### config.mk
export PLATFORM = sky130hd
export DESIGN_NAME = lsu_dmem_ctrl
export DESIGN_NICKNAME = d
export VERILOG_FILES = /design/src/rtl/lsu_dmem_ctrl.sv
export SDC_FILE = /design/constraint.sdc
export NUM_CORES = 1
export LEC_CHECK = 0
export ABC_AREA = 0
export BUFFER_PORTS_ARGS = -buffer_cell sky130_fd_sc_hd__buf_4
export CAP_MARGIN = 25
export CORE_ASPECT_RATIO = 0.75
export CORE_MARGIN = 5
export CORE_UTILIZATION = 24
export CTS_BUF_LIST = sky130_fd_sc_hd__clkbuf_16
export DETAILED_ROUTE_END_ITERATION = 12
export SYNTH_ARGS = -nofsm -noshare
export SYNTH_HDL_FRONTEND = slang
export SYNTH_SLANG_ARGS = --single-unit
### constraint.sdc
create_clock -name clk -period 2.11 [get_ports clk]
set_input_delay 0 -clock clk [delete_from_list [all_inputs] [get_ports clk]]
set_output_delay 0 -clock clk [all_outputs]
set_load 0.05 [all_outputs]
### src/rtl/lsu_dmem_ctrl.sv
// Load/store initiator for the dmem port. Misaligned halfword and word
// accesses are split into aligned dmem transactions.
//   state | meaning
//   IDLE  | waiting for a request
//   ACC   | first (or only) dmem access
//   LD_HI | upper word read of a split load
//   ST_B  | remaining byte writes of a split store
//   RESP  | one-cycle response pulse
module lsu_dmem_ctrl #(
  parameter bit SPLIT_EN = 1'b1
) (
  input  logic        clk,
  input  logic        rst,
  input  logic        req_valid,
  output logic        req_ready,
  input  logic        req_we,
  input  logic [2:0]  req_funct3,
  input  logic [31:0] req_addr,
  input  logic [31:0] req_wdata,
  input  logic [31:0] req_pc,
  output logic        resp_valid,
  output logic [31:0] resp_rdata,
  output logic        resp_err,
  output logic        mem_W_en,
  output logic        mem_R_en,
  output logic [31:0] mem_addr,
  output logic [2:0]  mem_RW_type,
  output logic [31:0] mem_din,
  output logic [31:0] mem_pc,
  input  logic [31:0] mem_dout
);

  typedef enum logic [2:0] {IDLE, ACC, LD_HI, ST_B, RESP} state_t;

  state_t      state, state_n;
  logic        we_q;
  logic [2:0]  f3_q;
  logic [31:0] addr_q;
  logic [31:0] wdata_q;
  logic [31:0] lo_q;
  logic        err_q;
  logic [1:0]  cnt_q;

  logic        accept;
  logic        illegal_in;
  logic        misal_in;
  logic        reject_in;
  logic        misal_q;
  logic        split_last;
  logic [31:0] ld_word;
  logic [31:0] rdata_n;
  logic [31:0] word_base;
  logic        w_raw;
  logic        r_raw;

  assign accept     = req_valid && req_ready;
  assign illegal_in = (req_funct3 == 3'b011) || (req_funct3[2:1] == 2'b11);
  assign misal_in   = ((req_funct3[1:0] == 2'b01) && req_addr[0]) ||
                      ((req_funct3[1:0] == 2'b10) && (req_addr[1:0] != 2'b00));
  assign reject_in  = illegal_in || (misal_in && !SPLIT_EN);

  assign misal_q    = ((f3_q[1:0] == 2'b01) && addr_q[0]) ||
                      ((f3_q[1:0] == 2'b10) && (addr_q[1:0] != 2'b00));
  assign split_last = (f3_q[1:0] == 2'b01) ? (cnt_q == 2'd1) : (cnt_q == 2'd3);
  assign word_base  = {addr_q[31:2], 2'b00};

  always_ff @(posedge clk) begin
    if (rst) state <= IDLE;
    else     state <= state_n;
  end

  always_comb begin
    state_n = state;
    case (state)
      IDLE, RESP: begin
        if (accept) state_n = reject_in ? RESP : ACC;
        else        state_n = IDLE;
      end
      ACC: begin
        if (!misal_q)  state_n = RESP;
        else if (we_q) state_n = ST_B;
        else           state_n = LD_HI;
      end
      LD_HI:   state_n = RESP;
      ST_B:    state_n = split_last ? RESP : ST_B;
      default: state_n = IDLE;
    endcase
  end

  // {hi,lo} >> 8*addr[1:0], with hi arriving on mem_dout during LD_HI
  always_comb begin
    case (addr_q[1:0])
      2'b01:   ld_word = {mem_dout[7:0],  lo_q[31:8]};
      2'b10:   ld_word = {mem_dout[15:0], lo_q[31:16]};
      2'b11:   ld_word = {mem_dout[23:0], lo_q[31:24]};
      default: ld_word = lo_q;
    endcase
  end

  always_comb begin
    rdata_n = 32'd0;
    if (state == ACC && !we_q && !misal_q) begin
      rdata_n = mem_dout;
    end else if (state == LD_HI) begin
      if (f3_q[1:0] == 2'b01)
        rdata_n = f3_q[2] ? {16'd0, ld_word[15:0]} : {{16{ld_word[15]}}, ld_word[15:0]};
      else
        rdata_n = ld_word;
    end
  end

  always_ff @(posedge clk) begin
    if (rst) begin
      we_q       <= 1'b0;
      f3_q       <= 3'd0;
      addr_q     <= 32'd0;
      wdata_q    <= 32'd0;
      lo_q       <= 32'd0;
      err_q      <= 1'b0;
      cnt_q      <= 2'd0;
      mem_pc     <= 32'd0;
      resp_rdata <= 32'd0;
    end else begin
      if (accept) begin
        we_q    <= req_we;
        f3_q    <= req_funct3;
        addr_q  <= req_addr;
        wdata_q <= req_wdata;
        mem_pc  <= req_pc;
        err_q   <= reject_in;
        cnt_q   <= 2'd0;
      end else if (state == ACC || state == ST_B) begin
        cnt_q <= cnt_q + 2'd1;
      end
      if (state == ACC) lo_q <= mem_dout;
      if (state_n == RESP) resp_rdata <= rdata_n;
    end
  end

  always_comb begin
    w_raw       = 1'b0;
    r_raw       = 1'b0;
    mem_addr    = 32'd0;
    mem_RW_type = 3'd0;
    mem_din     = 32'd0;
    case (state)
      ACC: begin
        if (!misal_q) begin
          mem_addr    = addr_q;
          mem_RW_type = f3_q;
          mem_din     = wdata_q;
          w_raw       = we_q;
          r_raw       = !we_q;
        end else if (we_q) begin
          mem_addr = addr_q + {30'd0, cnt_q};
          mem_din  = {24'd0, 8'(wdata_q >> {cnt_q, 3'b000})};
          w_raw    = 1'b1;
        end else begin
          mem_addr    = word_base;
          mem_RW_type = 3'b010;
          r_raw       = 1'b1;
        end
      end
      LD_HI: begin
        mem_addr    = word_base + 32'd4;
        mem_RW_type = 3'b010;
        r_raw       = 1'b1;
      end
      ST_B: begin
        mem_addr = addr_q + {30'd0, cnt_q};
        mem_din  = {24'd0, 8'(wdata_q >> {cnt_q, 3'b000})};
        w_raw    = 1'b1;
      end
      default: ;
    endcase
    // no dmem write or read may happen in a reset cycle
    mem_W_en   = w_raw && !rst;
    mem_R_en   = r_raw && !rst;
    req_ready  = (state == IDLE || state == RESP) && !rst;
    resp_valid = (state == RESP);
    resp_err   = (state == RESP) && err_q;
  end

endmodule

==> metrics.cfg <==
[run_status]
status = finished, violations left
violations = negative setup slack

[finish]
final_cell_count_no_fill = 2116
syn2layout_area_growth_pct = 82.7
fin_area_sq_mm = 0.0165
drive_above_1_share = 0.450
finalNetCount = 1734

[sta]
fin_ws_ps = -365
tightest_slew_ps = 787
period_minus_slack_ps = 2480
rsz0062_at_grt = yes
max_freq_mhz = 404
finalSetupViolCount = 96
finClkSkew_ps = 13.4
slew_violations = 0
tns_ps = -16230
post-route-period-util = 1.17
hold_ws_ps = 130
hold_violations = 0
slew_headroom = 0.475

[cts]
clkLatencyLatePin_ps = 450
clk_pin_slew_ps = 70
cts_num_sinks = 170
cts_tree = yes
htree_levels = 4
ctsRootBufferMaster = clkbuf_16
clk_path_buf_depth = 2
cts_made_buffers = 17

[yosys]
yosysWarnings = 0
ys_ff_latch = 170
synthCells = 1076
synth_area_per_cell_sq_um = 8.40
syn-num-nets = 1215
yosysUniqueCellTypes = 66
synth-seq-area-share = 0.377
netlist_area_sq_mm = 0.00903
synth-main-ff-cell = dfxtp_1
async_reset_ff_frac = 0
synth_edf_count = 0

[pwr]
power_uw = 8870
p_int_uw = 5960
p_leak_uw = 0.00638
p_comb_frac = 0.238
switchingPower_uw = 2900
cellPowerDensity_mw_per_mm2 = 537
swShare = 0.328
pwr-share-clk = 0.357
vdd_drop_max_uv = 559
p_seq_frac = 0.405

[worst_setup_path]
start_kind = flop
cp_max_fo = 5
critPathRequiredTime_ps = 2110
crit_type = flop to output port
arrival_ps = 2480
worstSetupEndpointType = output port

[drt]
via_per_inst = 5.05
routedWlPerCell_um = 19.5
totalWireLength_um = 41300
dr.pass1.iters = 6
vias = 10700
drc = 0
dr.first_iter.drc_count = 1240
antenna_left = 0

[global_routing]
grt_max_degree = 174
antenna_found_initial = 4
grt_first_pass_wirelength_um = 61100
first_global_vias = 10700
track_usage = 0.187
gr-total-overflow = 0

[die]
die_w_um = 234
die_y_um = 178
fp-row-count = 61
die-area_sq_mm = 0.0417
io_pins = 271
start_util = 0.244
core_area_sq_mm = 0.0371

[placement]
gp_congestion = 0.914
placed_area_sq_mm = 0.0127
io_buffers = 270
dp.cells = 1898
dp_hpwl_um = 26700

[min_path]
hp-class = input port to flop

[run]
drv_cap = 0

-- cell usage after synthesis (2+ instances only) --
cell type  count  area (sq um)
mux2i_1        2          20.0
buf_6          3          33.8
nor4_1        10          62.6
o311ai_0       4          35.0
ha_1           3          37.5
and3_1         5          31.3
a211oi_2       4          50.1
and4_1         3          26.3
clkbuf_1      51           191
o41ai_1        2          17.5
and2_1        29           181
a31oi_1       13          81.3
nor2b_1        3          18.8
a21o_1         3          22.5
a211oi_1      14           105
nor3_1        14          70.1
nor2_1        59           221
a21oi_1       55           275
xnor2_1        3          26.3
buf_1         17          63.8
nor4b_1        2          17.5
nand2b_1      99           619
nor3b_1        2          15.0
o31ai_1        9          67.6
dfxtp_1      170          3400
nand3_1       11          55.1
o311a_1        3          30.0
a221oi_1       3          26.3
inv_1          7          26.3
buf_4          3          22.5
a41oi_1        2          17.5
a22o_1        11          96.3
a222oi_1      15           150
o21ai_0      120           601
nand4_1       17           106
buf_2         14          70.1
nand2_1      197           739
a22oi_1       18           135
mux4_2        40           901
o211ai_1       7          52.6
or3_1          4          25.0
-- power by group through the flow --
stage	sequential (uW)	combinational (uW)	clock, uW
2_1_floorplan	3860	716	0
3_3_place_gp	3630	1640	0
3_5_place_dp	3640	1650	0
4_1_cts	3570	1990	3250
5_1_grt	3610	2250	3390
6_report	3590	2110	3170
-- layout by cell type (no fill, tap or decap), types with 5 or more instances in the layout --
master,instances
buf_4,341
nand2_1,190
dfxtp_1,144
dlygate4sd3_1,132
o21ai_0,110
nand2b_1,97
buf_6,64
a21oi_1,45
mux4_2,40
nor2_1,35
buf_8,29
and2_4,25
clkbuf_16,21
nand4_1,17
a211oi_2,17
buf_12,16
a222oi_1,15
dfxtp_4,14
nor2_2,13
a22oi_1,12
dfxtp_2,12
nor2_4,11
a22o_1,10
nand3_1,8
nor3_1,7
a31oi_1,7
o211ai_1,7
inv_1,6
a21oi_2,6
a22oi_2,6
nor3_2,5
-- path summary, 6_finish.rpt --
path / endpoint / from / cells past startpoint / slack, ps
max: mem_addr[29] / addr_q[1] / 8 / -370
min: err_q / rst / 4 / 130
max reg2reg: resp_rdata[10] / addr_q[1] / 11 / -190
min reg2reg: err_q / err_q / 1 / 450
-- through the flow --
step / utilization / setup slack (ps)
4_1_cts: 0.427 / -392
3_5_place_dp: 0.343 / -76.6
2_1_floorplan: - / -184
3_3_place_gp: 0.343 / -66.6
6_report: 0.445 / -365
5_1_grt: 0.445 / -455
-- sequential cells by signal (all words and copies together) (netlist names) --
name,count
state,3
resp_rdata,32
cnt_q,2
f3_q,3
wdata_q,32
addr_q,32
err_q,1
we_q,1
mem_pc,32
lo_q,32
-- worst max-delay path, stage by stage (launching register included) --
cell,delay (ps)
dfxtp_4,390
buf_6,130
o21ai_4,60
o311a_4,350
o32ai_4,250
buf_12,180
nand2_8,60
o41ai_4,390
buf_6,220
-- what timing repair did --
action / in CTS / in global routing
pin swaps: 65 / 52
hold buffers: 132 / 0
hold endpoints to repair: 160 / 0
endpoints found under the setup margin: 67 / 99
gates resized for setup: 233 / 117
cloned: 5 / 5
setup buffers: 27 / 21
-- cell families after synthesis --
kind of cell | after synthesis | share of synthesized area
compound gates | 296 | 0.213
xor+xnor | 4 | 0.00388
fa+ha+maj | 4 | 0.00637
buf+inv | 95 | 0.0451
flops | 170 | 0.377
mux | 42 | 0.102
simple gates | 465 | 0.253
-- cell type report --
type | instances | area (sq um)
well taps | 504 | 631
clock inverters | 15 | 151
clock buffers | 17 | 425
multi-input cells | 812 | 6300
flip-flops and latches | 170 | 3470
inverters | 7 | 26.3
fillers | 3503 | 20600
repair buffers | 587 | 5490
diodes | 4 | 10.0
-- routing by layer --
metal	vias to the layer above	wire length (um)	track usage
met2	516	19300	0.297
met3	72	3780	0.0587
met5	-	13	0
met4	2	1030	0.0560
met1	5159	17100	0.244
li1	4936	-	-
No activity file was read; power rests on OpenSTA's default activity.
